--- config.mk ---
export PLATFORM = sky130hd
export DESIGN_NAME = seg7_reader
export DESIGN_NICKNAME = d
export VERILOG_FILES = /design/src/rtl/seg7_reader.sv
export SDC_FILE = /design/constraint.sdc
export NUM_CORES = 1
export LEC_CHECK = 0
export ABC_AREA = 1
export CORE_UTILIZATION = 56
export DETAILED_ROUTE_END_ITERATION = 6
export PLACE_DENSITY = 0.79
export SLEW_MARGIN = 10
export SYNTH_ARGS = -nofsm -noshare
export SYNTH_HDL_FRONTEND = slang
export SYNTH_SLANG_ARGS = --single-unit
--- constraint.sdc ---
create_clock -name CLK -period 1.7 [get_ports CLK]
set_clock_uncertainty 0.05 [all_clocks]
set_input_delay 0.17 -clock CLK [delete_from_list [all_inputs] [get_ports CLK]]
set_output_delay 0.17 -clock CLK [all_outputs]
set_load 0.01 [all_outputs]
--- src/rtl/seg7_reader.sv ---
// Recovers hex digits from the segment lines of an external 7-segment driver.
// Each synchronized pattern must hold for STABLE_CYCLES samples before it is accepted.
module seg7_reader #(
  parameter int unsigned STABLE_CYCLES = 4
) (
  input  logic       CLK,
  input  logic       reset_n,
  input  logic [6:0] abcdefg,
  output logic [3:0] number,
  output logic       valid,
  output logic       blank,
  output logic       new_digit,
  output logic       step_error,
  output logic       bad_pattern,
  output logic [7:0] digit_count,
  output logic       fsm_state
);

  typedef enum logic {
    EMPTY  = 1'b0,
    LOCKED = 1'b1
  } state_t;

  localparam logic [7:0] CNT_FULL = 8'(STABLE_CYCLES);
  localparam logic [7:0] CNT_LAST = 8'(STABLE_CYCLES - 1);

  logic [6:0] sync1;
  logic [6:0] sync2;
  logic [7:0] stab_cnt;
  logic [6:0] acc_pat;
  logic       acc_valid;

  state_t     state;
  state_t     state_n;
  logic [3:0] number_n;
  logic       valid_n;
  logic       blank_n;
  logic       new_digit_n;
  logic       step_error_n;
  logic       bad_pattern_n;
  logic [7:0] digit_count_n;

  logic       changing;
  logic       accept;
  logic       fresh;
  logic       is_digit;
  logic [3:0] dec_digit;
  logic       is_blank;

  always_ff @(posedge CLK or negedge reset_n) begin
    if (!reset_n) begin
      sync1 <= '0;
      sync2 <= '0;
    end else begin
      sync1 <= abcdefg;
      sync2 <= sync1;
    end
  end

  // Looking one stage ahead lets the counter restart on the same edge sync2 changes,
  // which gives an input-to-pulse latency of STABLE_CYCLES+2.
  assign changing = (sync1 != sync2);
  assign accept   = !changing && (stab_cnt == CNT_LAST);

  always_ff @(posedge CLK or negedge reset_n) begin
    if (!reset_n) begin
      stab_cnt <= '0;
    end else if (changing) begin
      stab_cnt <= '0;
    end else if (stab_cnt != CNT_FULL) begin
      stab_cnt <= stab_cnt + 8'd1;
    end
  end

  // A pattern that returns after a short glitch matches the one already accepted
  // and must not produce a second acceptance.
  assign fresh = accept && !(acc_valid && (sync2 == acc_pat));

  always_ff @(posedge CLK or negedge reset_n) begin
    if (!reset_n) begin
      acc_pat   <= '0;
      acc_valid <= 1'b0;
    end else if (accept) begin
      acc_pat   <= sync2;
      acc_valid <= 1'b1;
    end
  end

  always_comb begin
    is_digit  = 1'b1;
    dec_digit = 4'h0;
    case (sync2)
      7'b1111110: dec_digit = 4'h0;
      7'b0110000: dec_digit = 4'h1;
      7'b1101101: dec_digit = 4'h2;
      7'b1111001: dec_digit = 4'h3;
      7'b0110011: dec_digit = 4'h4;
      7'b1011011: dec_digit = 4'h5;
      7'b1011111: dec_digit = 4'h6;
      7'b1110000: dec_digit = 4'h7;
      7'b1111111: dec_digit = 4'h8;
      7'b1111011: dec_digit = 4'h9;
      7'b1110111: dec_digit = 4'hA;
      7'b0011111: dec_digit = 4'hB;
      7'b1001110: dec_digit = 4'hC;
      7'b0111101: dec_digit = 4'hD;
      7'b1001111: dec_digit = 4'hE;
      7'b1000111: dec_digit = 4'hF;
      default:    is_digit  = 1'b0;
    endcase
  end

  assign is_blank = (sync2 == 7'b0000000);

  always_comb begin
    state_n       = state;
    number_n      = number;
    valid_n       = valid;
    blank_n       = blank;
    new_digit_n   = 1'b0;
    step_error_n  = 1'b0;
    bad_pattern_n = 1'b0;
    digit_count_n = digit_count;
    if (fresh) begin
      if (is_digit) begin
        number_n      = dec_digit;
        valid_n       = 1'b1;
        blank_n       = 1'b0;
        new_digit_n   = 1'b1;
        digit_count_n = digit_count + 8'd1;
        if ((state == LOCKED) && (dec_digit != 4'(number + 4'd1))) begin
          step_error_n = 1'b1;
        end
        state_n = LOCKED;
      end else if (is_blank) begin
        valid_n = 1'b0;
        blank_n = 1'b1;
        state_n = EMPTY;
      end else begin
        valid_n       = 1'b0;
        blank_n       = 1'b0;
        bad_pattern_n = 1'b1;
        state_n       = EMPTY;
      end
    end
  end

  always_ff @(posedge CLK or negedge reset_n) begin
    if (!reset_n) begin
      state       <= EMPTY;
      number      <= '0;
      valid       <= 1'b0;
      blank       <= 1'b0;
      new_digit   <= 1'b0;
      step_error  <= 1'b0;
      bad_pattern <= 1'b0;
      digit_count <= '0;
    end else begin
      state       <= state_n;
      number      <= number_n;
      valid       <= valid_n;
      blank       <= blank_n;
      new_digit   <= new_digit_n;
      step_error  <= step_error_n;
      bad_pattern <= bad_pattern_n;
      digit_count <= digit_count_n;
    end
  end

  assign fsm_state = state;

endmodule

After elaboration in Yosys (flattened, before gate mapping) --
Index checks and enable logic that the tools add are counted.
Word-level totals: register bits 47, latch bits 0, memory bits (writable) 0, memory bits (read-only) 0, input port bits 9, output and inout port bits 18, word-level logic and storage cells 60, memories kept 0
Operators by class: $add $sub $neg 3, multipliers 0, div/mod/pow operators 0, $lt $le $gt $ge 0, equality and inequality tests 21, shift operators 0, mux-type cells 14, bitwise operators 0, reduce and logical (&&, ||, !) cells 10
Operators by type and width (count):
- $eq 7x7->1 const B | 12
- $pmux 4 s15 | 1
- $eq 7x6->1 const B | 3
- $add 8x1->8 const B | 2
- $mux 8 | 2
- $reduce_or 16->1 | 1
- $mux 1 | 11
- $eq 8x2->1 const B | 1
- $ne 8x3->1 const B | 1
- $eq 7x5->1 const B | 1
- $eq 7x7->1 | 1
- $logic_not 7->1 | 1
- $ne 7x7->1 | 1
- $add 4x1->4 const B | 1
- $logic_and 1x1->1 | 4
- $ne 4x4->1 | 1
- $logic_not 1->1 | 2
- $reduce_and 2->1 | 1
- $reduce_bool 2->1 | 1

Depth between registers and ports, before layout --
word-level depth 7, mapped depth 13, gate-level depth less buffers 11

Worst setup path after synthesis --
No wires, ideal clock.
path kind register to register, start register sync2[0], end register digit_count[4], library setup time 116 ps, data arrival time 1430 ps, data required time 1534 ps, path slack 104 ps, stages on the path, launching flop included 11, path buffers 2, clock period less this slack 1596 ps, cells stage by stage dfrtp_1 > buf_6 > xnor2_2 > nand2_1 > nor2_2 > nand3_2 > nor2_4 > nand2_4 > buf_4 > nand2_1 > nand2_1
Between the ends: word-level cells in the longest chain between the ends 5, elaborated cells between the ends (all ways) 26, classes of those cells eq/ne: 18; mux: 1; reduce/logical: 7
Ends and longest elaborated chain:
- from (decl) | line 28 | logic [6:0] sync2;
- from (signal assigned) | line 56 | sync2 <= sync1;
- parallel branches: the longest is 4 deep, another holds $reduce_or 16->1
- $reduce_and 2->1 (no line) *
- to (signal assigned) | line 166 | digit_count <= digit_count_n;
- to (decl) | line 15 | output logic [7:0] digit_count,
Mark *: on every way between the ends. A chain may end at the register's enable or synchronous reset.

Worst setup path in the final report --
start register sync2[3], end register digit_count[3]
Same word-level chain as after synthesis.

==> results.ini <==
[clocking]
h-tree-depth = 2
clockRootBuffer = clkbuf_8
clkLatencyLatePin_ns = 0.30
cts.sinks = 47
numCtsBuffers = 5
clk_pin_slew_ns = 0.09
cts_tree = built
cts_buffer_depth = 2

[route]
vias_per_cell = 5.22
wl_per_cell_um = 12.4
dr_wl_met3_um = 225
ant_nets = 0
totalWireLength_mm = 5.00
top_layer = met4
drt_pass1_iterations = 4
num_vias = 2102
drc = 0
met2WireLength_mm = 2.35
met1_length_mm = 2.32
drtIter0Drc = 123

[floorplanning]
core_area_um2 = 4120
row_count = 23
io_pins = 27
die_x_um = 68.4
dieArea_um2 = 4680
fp.dieH_um = 68.4
initial_core_util_pct = 60.1

[global_routing]
grt-ovfl-total = 0
grt_usage_pct = 24.1
grt_pass1_vias = 1879
antenna_found_initial = 0
grt_max_degree = 33
grt_pass1_wl_mm = 8.17

[worst_setup_path]
cp-start-kind = register
cp.arrival_ns = 1.87
r2r-start = sync2[3]
crit_slowest_cell = dfrtp_2
worstSetupEndpointType = register
crit_top_cell = nand2_1
cp-startpoint = sync2[3]
critical_path.max_fanout = 6
crit_required_ns = 1.85
worstPathCellList = nand2_1 > nor2_2 > nand2_1 > nand4_1 > nor2_1 > nand2_4 > nand2_8 > inv_4 > nand2_1 > nand2_1
slowest_delay_ns = 0.47
critical_path_class = register to register

[sta]
hold_viol = 0
max_slew_margin_pct = 72.8
min_period_over_period_pct = 101
clock.fmax_mhz = 582
finalSetupViolCount = 10
setup_slack_ns = -0.0195
rsz0062_at_grt = true
slew_violations = 0
tightest_slew_ns = 0.408
min_period_ns = 1.72
tns_ns = -0.102

[min_path]
hp-class = input port to register
worstHoldStart = abcdefg[6]

[yosys]
yosysSeqAreaShare_pct = 47.6
synthCells = 313
synth_seq_cells = 47
async_flop_share_pct = 100
yosys_most_used_dff = dfrtp_1
synth_top_area_share_pct = 47.6
netlist_area_um2 = 2470
synth_fp_nets = 326
synth.area.top_cells = dfrtp_1, nand2_1, nor2_1
synth_cell_type_count = 30
synth.most_common_cell = nand2_1
yosysTopAreaCell = dfrtp_1
yosys-top-cells-count = nand2_1, dfrtp_1, nor2_1
avgSynthCellArea_um2 = 7.90
yosysWarnings = 0
synth-edff-count = 0

[run_status]
outcome = finished with violations
violations = setup timing

[cells_and_area]
drive_gt1_share_pct = 15.6
final_area_um2 = 3040
area_delta_synth_final_pct = 23.1
antenna_cells = 0
final_core_util_pct = 73.9
nNetsFinal = 365

[flow_run]
maxCapViolCount = 0

[pwr]
leakage_nw = 1.51
max-vdd-ir-drop_v = 0.000605
power.density_nw_per_um2 = 666

[place]
dp_slack_ns = -0.0338
gp_congestion = 0.902
hpwl_mm = 3.61
placed_area_um2 = 2780
port_buffers = 26

## kinds of logic (layout without fill, tap and decap cells)
| logic type | count (synthesis) | count (layout) | share of synthesized area, % |
|---|---|---|---|
| AO/OA/AOI/OAI | 21 | 21 | 4.40 |
| XOR/XNOR | 18 | 18 | 6.68 |
| adder cells (fa/ha/maj) | 4 | 4 | 2.02 |
| buffers and inverters | 36 | 74 | 6.93 |
| flip-flops | 47 | 47 | 47.6 |
| AND/OR/NAND/NOR | 187 | 189 | 32.4 |
## through the flow
stage / cells / total power, mW / hold WS (ns)
final: 403 / 2.03 / 0.247
after global routing: 403 / 2.10 / 0.234
after CTS: 399 / 2.03 / 0.238
after detailed placement: 387 / 1.31 / 0.0694
after global placement: 387 / 1.31 / 0.0581
after floorplan: 313 / 1.25 / -0.176
## flip-flops by register name (all words and copies together), names as in the netlist, 4 cells and up
signal	cells
acc_pat	7
stab_cnt	8
digit_count	8
sync2	7
sync1	7
number	4
## cell usage in the layout, fill, tap and decap left out, types with 3 or more instances in the layout
| cell | instances |
|---|---|
| xnor2_1 | 10 |
| dfrtp_1 | 40 |
| nand3_1 | 16 |
| inv_1 | 25 |
| a21oi_1 | 5 |
| inv_2 | 3 |
| buf_4 | 4 |
| nand4_1 | 6 |
| ha_1 | 4 |
| nand2_1 | 104 |
| nor2_1 | 29 |
| o21ai_0 | 14 |
| clkdlybuf4s50_1 | 25 |
| clkbuf_8 | 6 |
| dfrtp_2 | 7 |
| nor3_1 | 7 |
| nand2_4 | 4 |
| xor2_1 | 6 |
| nor2_2 | 10 |
## layer usage
metal | up-vias | global-route usage [%]
li1 | 1069 | -
met1 | 974 | 31.6
met2 | 48 | 38.2
met3 | 11 | 5.33
met4 | 0 | 10.2
met5 | - | 0
## worst max-delay path, delay by kind of cell, from the launching register on
| family | cells | cell delay (ns) |
|---|---|---|
| and+or+nand+nor | 9 | 1.05 |
| DFF | 1 | 0.47 |
| buffers and inverters | 1 | 0.06 |
## path summary, 6_finish.rpt
path                                        to  slack, ns  cells after the start
worst max register to register  digit_count[3]      -0.02                     10
worst max-delay path            digit_count[3]      -0.02                     10
min in group asynchronous          bad_pattern       0.27                      2
worst min register to register        sync2[2]       0.35                      0
worst min-delay path                  sync1[6]       0.25                      1
max in group asynchronous             sync2[6]       0.82                      3
## layout make-up
class	instances	area, um2
multi-input combinational	232	1210
sequential	47	1180
fill	299	1070
timing repair buffer	35	358
inverter	30	123
clock buffer	6	82.6
tap	50	62.6
clock inverter	2	16.3
timing repair inverter	1	6.26
## where the power goes
group / switching [mW] / total (mW) / leakage [nW] / internal, mW
sequential: 0.0257 / 1.16 / 0.617 / 1.14
clock: 0.382 / 0.714 / 0.0474 / 0.332
combinational: 0.0874 / 0.152 / 0.849 / 0.0642
total: 0.495 / 2.03 / 1.51 / 1.53
## repair_timing
action / in CTS / in global routing
hold endpoints to repair: 15 / 0
pin swaps: 3 / 7
hold buffers: 1 / 0
setup buffers: 2 / 2
gates cloned: 1 / 2
setup endpoints to repair: 11 / 20
resized for setup: 10 / 22
Note: power is estimated with default switching activity, not from simulation.
